$ cat config.mk
export PLATFORM = sky130hd
export DESIGN_NAME = mux_serializer
export DESIGN_NICKNAME = d
export VERILOG_FILES = /design/src/rtl/mux_serializer_pkg.sv /design/src/rtl/mux_n_behavioural.sv /design/src/rtl/mux_serializer.sv
export SDC_FILE = /design/constraint.sdc
export NUM_CORES = 1
export LEC_CHECK = 0
export CAP_MARGIN = 0
export CORE_AREA = 2 2 39 41
export CTS_BUF_LIST = sky130_fd_sc_hd__clkbuf_8
export CTS_CLUSTER_SIZE = 24
export DETAILED_ROUTE_END_ITERATION = 8
export DIE_AREA = 0 0 41 43
export PLACE_DENSITY = 0.55
export SYNTH_ARGS = -nofsm -noshare
export SYNTH_HDL_FRONTEND = slang
export SYNTH_SLANG_ARGS = --single-unit
$ cat constraint.sdc
create_clock -name clk -period 1.97 [get_ports clk]
set_input_delay 0.394 -clock clk [delete_from_list [all_inputs] [get_ports clk]]
set_output_delay 0.394 -clock clk [all_outputs]
set_load 0.05 [all_outputs]
$ cat src/rtl/mux_serializer_pkg.sv
// Shared types and reset values for the mux-driven parallel-to-serial stage.
package mux_serializer_pkg;

  // Two-state control: waiting for a word, or walking the select counter.
  typedef enum logic {IDLE, SHIFT} ser_state_t;

  // Values presented while idle and immediately after reset.
  localparam ser_state_t RST_STATE      = IDLE;
  localparam logic       RST_SER_OUT    = 1'b0;
  localparam logic       RST_SER_VALID  = 1'b0;
  localparam logic       RST_LAST       = 1'b0;
  localparam logic       RST_LOAD_READY = 1'b1;

endpackage

$ cat src/rtl/mux_n_behavioural.sv
// Purely combinational N-to-1 multiplexer. Out-of-range selects (only possible when N is
// not a power of two) drive 0 rather than X.
module mux_n_behavioural #(
  parameter int unsigned N = 4,
  localparam int unsigned SEL_W = $clog2(N)
) (
  output logic             y,
  input  logic [N-1:0]     d,
  input  logic [SEL_W-1:0] s
);

  // Compare against every legal index so unused select codes fall through to 0.
  always_comb begin
    y = 1'b0;
    for (int i = 0; i < N; i++) begin
      if (s == SEL_W'(i)) y = d[i];
    end
  end

endmodule

$ cat src/rtl/mux_serializer.sv
// Parallel-in, serial-out stage. A word is captured on a valid/ready handshake and then
// presented one bit per enabled cycle, the bit being picked by an N-to-1 mux whose select
// is the internal bit counter.
module mux_serializer
  import mux_serializer_pkg::*;
#(
  parameter int unsigned N = 4,
  parameter bit MSB_FIRST = 1'b0,
  localparam int unsigned SEL_W = $clog2(N)
) (
  input  logic             clk,
  input  logic             n_reset,
  input  logic             en,
  input  logic             load_valid,
  output logic             load_ready,
  input  logic [N-1:0]     data_in,
  output logic             ser_out,
  output logic             ser_valid,
  output logic [SEL_W-1:0] sel,
  output logic             last
);

  localparam logic [SEL_W-1:0] LastSel = SEL_W'(N - 1);

  ser_state_t       state_q, state_d;
  logic [N-1:0]     data_q, data_d;
  logic [SEL_W-1:0] sel_q, sel_d;
  logic [SEL_W-1:0] mux_sel;
  logic             mux_y;
  logic             at_last;

  assign at_last = (sel_q == LastSel);

  // Reverse the bit index for MSB-first ordering; the counter itself always runs upward.
  generate
    if (MSB_FIRST) begin : g_msb_first
      assign mux_sel = LastSel - sel_q;
    end else begin : g_lsb_first
      assign mux_sel = sel_q;
    end
  endgenerate

  mux_n_behavioural #(
    .N (N)
  ) u_mux (
    .y (mux_y),
    .d (data_q),
    .s (mux_sel)
  );

  // State, word and counter registers; reset discards any partial word immediately.
  always_ff @(posedge clk or negedge n_reset) begin
    if (!n_reset) begin
      state_q <= RST_STATE;
      data_q  <= '0;
      sel_q   <= '0;
    end else begin
      state_q <= state_d;
      data_q  <= data_d;
      sel_q   <= sel_d;
    end
  end

  // Next-state: load from IDLE, advance on enable, reload or retire after the last bit.
  always_comb begin
    state_d = state_q;
    data_d  = data_q;
    sel_d   = sel_q;
    unique case (state_q)
      IDLE: begin
        if (load_valid) begin
          data_d  = data_in;
          sel_d   = '0;
          state_d = SHIFT;
        end
      end
      SHIFT: begin
        if (en) begin
          if (!at_last) begin
            sel_d = sel_q + 1'b1;
          end else if (load_valid) begin
            // Back-to-back word: no idle bubble between the two.
            data_d = data_in;
            sel_d  = '0;
          end else begin
            sel_d   = '0;
            state_d = IDLE;
          end
        end
      end
    endcase
  end

  // Outputs are decoded from registers only, except load_ready which also sees en.
  always_comb begin
    load_ready = RST_LOAD_READY;
    ser_valid  = RST_SER_VALID;
    ser_out    = RST_SER_OUT;
    last       = RST_LAST;
    unique case (state_q)
      IDLE: begin
        load_ready = 1'b1;
      end
      SHIFT: begin
        ser_valid  = 1'b1;
        ser_out    = mux_y;
        last       = at_last;
        // Only open for a new word on the enabled final bit, so data_q never changes
        // mid-word.
        load_ready = at_last & en;
      end
    endcase
  end

  assign sel = sel_q;

endmodule
# Yosys cells after proc, flatten, opt, wreduce, memory -nomap -nowiden
# Cells that the tools add are included.
# Widths: inputs -> output; s select.
# totals
regBits,7
inputBits,8
out_inout_bits,6
# op_classes
addsub,1
eq_ne,6
n_mux,20
n_bitwise,2
n_reduce_logical,3
# ops
cell,n
$mux 4,3
$mux 1,10
$pmux 4 s2,1
$mux 2,3
$eq 2x2->1 const B,2
$ne 2x2->1 const B,2
$pmux 1 s2,2
$pmux 2 s2,1
$reduce_and 2->1,2
$add 2x1->2 const B,1
$eq 2x1->1 const B,1
$logic_not 2->1,1
$ne 2x1->1 const B,1
$and 1x1->1,1
$not 1->1,1

# Logic depth before layout (Yosys ltp)
# logic_depth
ltp_word,6
ltp_mapped,5
ltp_nobuf,5

# Hierarchy
# From an unflattened synthesis, not the netlist that was laid out.
# hier_totals
cells_unflattened,29
hier_area_um2,392.9
# by_module_without_submodules
mod,instances,cells_per_inst,area_each_um2,seq_area_each_um2
mux_serializer,1,28,370.4,175.2
mux_n_behavioural,1,1,22.5,0.0

# Least setup slack after synthesis
# Ideal clock, no wire load.
# synth_path
path_kind,flip-flop to output port
startpoint,register sel_q[0] (netlist: sel[0])
endpoint,output port ser_out
arrival_time_ns,1.968
setup_slack_ns,-0.392
path_stages_with_launch,4
path_buffers,0
cell_sequence,dfrtp_1 > ha_1 > and2_1 > a22o_1
# synth_between
elab_chain_cells,6
elab_cells_between_ends,9
cone_classes,eq/ne (3); mux (5); reduce/logical (1)
# synth_rtl
element,line_no,rtl
"start, declared",mux_serializer.sv:27,"logic [SEL_W-1:0] sel_q, sel_d;"
"start signal, assigned",mux_serializer.sv:60,sel_q <= sel_d;
$logic_not 2->1,mux_n_behavioural.sv:16,if (s == SEL_W'(i)) y = d[i];
$mux 1 (3 in series),mux_n_behavioural.sv:16,
$mux 1 (*),mux_n_behavioural.sv:16,
$mux 1 (*),mux_serializer.sv:100,unique case (state_q)
"end, declared",mux_serializer.sv:17,"output logic ser_out,"
# Every way passes the cells marked *; elsewhere a longest branch is shown, timed or not.

# Worst setup path after layout
# layout_path
startpoint,register sel_q[1] (netlist: sel[1])
endpoint,output port ser_out
# The elaborated chain is that of the path after synthesis.

==> summary.md <==
The run finished with clean final reports. The run gives 17 as the unique cell type count in the Yosys netlist. The most used flip-flop cell after synthesis is dfrtp_1.

14 I/O pins were placed. Before CTS, the worst setup slack after placement is 253 ps. Timing would allow up to 521 MHz. The clock period minus worst slack was 1920 ps.

For this design, the sink count on the clock tree is 7. For the via count of the first global-routing pass, the log shows 338. The total number of H-tree levels was 1; the ratio of final minimum period to clock period was 0.974.

The adder and majority gate portion of the synthesized area came out at 0.121. The tools report the endpoint class of the critical path as a primary output. The post-synthesis xor/xnor area fraction was 0; the area growth from synthesis to final layout was 61.3%. The share of async-settable or async-resettable flops after synthesis is 1.00, and the count of maximum capacitance violations is 0. The net count after synthesis came out at 46. The number of endpoints with negative hold slack in the final report is 0. The number of synthesis warnings came out at 0. The area fraction in compound gates after synthesis works out to 0.121. In this run, synthesis produced a sequential element count of 7. The cell with the biggest individual delay on the critical path is dfrtp_2.

The first global-routing pass estimated 1.42 mm of wire. The final antenna-violating net count is 0, and the number of detailed-route iterations in the first pass is 1. Yosys mapped a number of flops with a built-in enable equal to 0.

End of the critical path: ser_out. The tools report the post-detailed-routing wire length as 859 um. The share of final-layout standard cells stronger than drive strength 1 is 0.462, and the headroom to the max-slew limit is 0.672. The number of cells on the critical path is 4, and the portion of netlist area occupied by mux cells is 0.172. The cell at the root of the clock tree is clkbuf_8.

The pin slew with the least headroom to its limit is 491 ps. On the critical path the largest part of the delay comes from flip-flops. The instance count of the mapped netlist is 34, and the die extent in x is 41 um.

In the final routed layout, each cell accounts on average for 12.6 um. Of all nets on the critical path, the largest fanout is 5. In this run the deepest clock path goes through 2 buffers. VDD sags by at most 0.798 mV. The tools report the kind of start point of the critical path as a flop. For the standby leakage power, the log shows 0.304 nW. Worst setup path startpoint: sel[1]$_DFFE_PN0P_. For flop-to-flop paths, the worst setup slack is 540 ps.

For this block, the via count after detailed routing is 309. In this run the worst hold path is classified as primary input to asynchronous set/reset pin. The final estimated routing congestion in global placement was 0.739. The post-synthesis sequential area ratio is 0.423. After global routing the overflow that remains totals 0. The tools report the overall fraction of global-route tracks in use as 0.128.

The source of the worst register-to-register timing path is sel[1]$_DFFE_PN0P_. The overall power of the completed layout was 1.28 mW; the number of buffer and inverter instances along the worst setup path was 1. The cell depth of the worst flop-to-flop path came out at 4. The clock reaches the later pin of the worst-skew pair after 230 ps. After clock tree synthesis, the clock-pin slew on the worst setup and hold paths is 40 ps. The starting density of the core is 0.299.

Ranked by total cell area, the synthesized netlist is headed by dfrtp_1 (42%), mux2_4 (15%), ha_1 (12%). After detailed routing, the number of remaining DRC violations is 0. 0 antenna diodes ended up in the layout. Top-area cell type share of the netlist area: 0.423. Entering global routing, the biggest net connects 9 pins. The tools report the number of buffers created by CTS as 3. The combinational family with the most area after synthesis is multiplexers.

In the post-route analysis, the smallest setup slack over all paths is 50.8 ps. Type of the worst setup path: flop to primary output. The HPWL after detailed placement was 630 um; the placeable core area was 0.00138 mm^2. Data on the critical path arrives at its endpoint at 1530 ps. For the required arrival time at the worst endpoint, the log shows 1580 ps. After the last flow step, the layout net total stands at 65. The critical path's largest stage delay was 450 ps; the site row count was 14.

For the number of max-slew violations in the final report, the log shows 0. The ratio of total power to cell area is 1910 mW/mm^2, and the total of buffers placed on input and output ports is 13. Buffers inserted to repair hold after CTS numbered 0.

The detailed router finished its first iteration with 0 violations. The tools report the floorplan die area as 0.00176 mm^2. The cell area that synthesis handed to floorplanning was 414 um^2. The tools report the initial antenna violation count as 0. In the routed layout, each cell is associated on average with a via count of 4.54. The simple-gate area share of the yosys netlist was 0.145; the worst-case clock skew was 2.69 ps. The die is 43 um tall. The mean area per synthesized cell came out at 12.2 um^2. The worst register-to-register path ends at data_q[1]$_DFFE_PN0P_. Setup violations remaining at the end of the flow were counted as 0. TritonCTS built the clock tree. Of all cell types, the one taking the most synthesized area is dfrtp_1. Walking the worst path, the cells encountered are ha_2 -> and2_2 -> a22o_2 -> buf_12.
## registers in the layout, summed over array words and instances (netlist names)
name / flops
data_q: 4
sel: 2
state_q: 1
## stage by stage
stage / hold slack (ps) / utilization / area [um^2] / TNS, ps / instances
detailed placement: 499 / 0.431 / 597 / 0 / 63
global placement: 505 / 0.431 / 597 / 0 / 63
floorplan: 98.4 / - / 419 / 0 / 34
CTS: 444 / 0.464 / 642 / 0 / 67
finish: 432 / 0.483 / 668 / 0 / 68
global route: 464 / 0.483 / 668 / -12.9 / 68
## report_power, final
| group | switching, mW | internal [mW] | total [mW] | leakage, nW |
|---|---|---|---|---|
| Combinational | 0.399 | 0.394 | 0.794 | 0.198 |
| Sequential | 0.0680 | 0.216 | 0.284 | 0.0790 |
| Clock | 0.0665 | 0.135 | 0.202 | 0.0269 |
## layout by cell type (no fill, tap or decap), types with 2 or more instances in the layout
master,netlist,layout
clkdlybuf4s50_1,0,9
clkbuf_8,0,3
inv_2,0,2
nand2b_1,2,2
dfrtp_1,7,5
o31ai_1,2,2
buf_12,0,3
mux2_4,4,4
dfrtp_2,0,2
nand2_1,3,3
ha_1,4,2
buf_4,0,2
## synth_stat cells, types with 2 or more instances
cell,number
dfrtp_1,7
ha_1,4
inv_1,2
mux2_4,4
nand2_1,3
nand2b_1,2
o31ai_1,2
## final cells by class
| type | count | area [um^2] |
|---|---|---|
| Fill cell | 130 | 716 |
| Multi-Input combinational cell | 25 | 253 |
| Sequential cell | 7 | 178 |
| Timing Repair Buffer | 14 | 165 |
| Clock buffer | 3 | 41.3 |
| Tap cell | 16 | 20.0 |
| Inverter | 2 | 7.51 |
| Clock inverter | 1 | 3.75 |
## how the worst min path moves through the flow
stage	from	to	slack [ps]	cells past startpoint
floorplan	n_reset	data_q[0]$_DFFE_PN0P_	100	0
global placement	sel[0]$_DFFE_PN0P_	sel[0]$_DFFE_PN0P_	510	1
detailed placement	data_q[3]$_DFFE_PN0P_	data_q[3]$_DFFE_PN0P_	500	1
CTS	n_reset	data_q[3]$_DFFE_PN0P_	440	1
global route	n_reset	data_q[3]$_DFFE_PN0P_	460	1
finish	n_reset	data_q[3]$_DFFE_PN0P_	430	1
## repair_timing
action / 4_1_cts / 5_1_grt
gates resized for setup: 0 / 6
setup endpoints to repair: 0 / 1
buffers inserted: 0 / 1
## metal layers
metal / global-route usage / share of wire / vias up
li1: - / - / 153
met1: 0.152 / 0.42 / 145
met2: 0.184 / 0.52 / 9
met3: 0.0314 / 0.037 / 2
met4: 0.100 / 0.022 / 0
met5: 0 / 0 / -
## kinds of logic after synthesis
group,count (synthesis)
AO/OA/AOI/OAI,6
adder cells (fa/ha/maj),4
buffers and inverters,2
flip-flops,7
multiplexers,5
AND/OR/NAND/NOR,10
(Power assumes the default switching activity.)
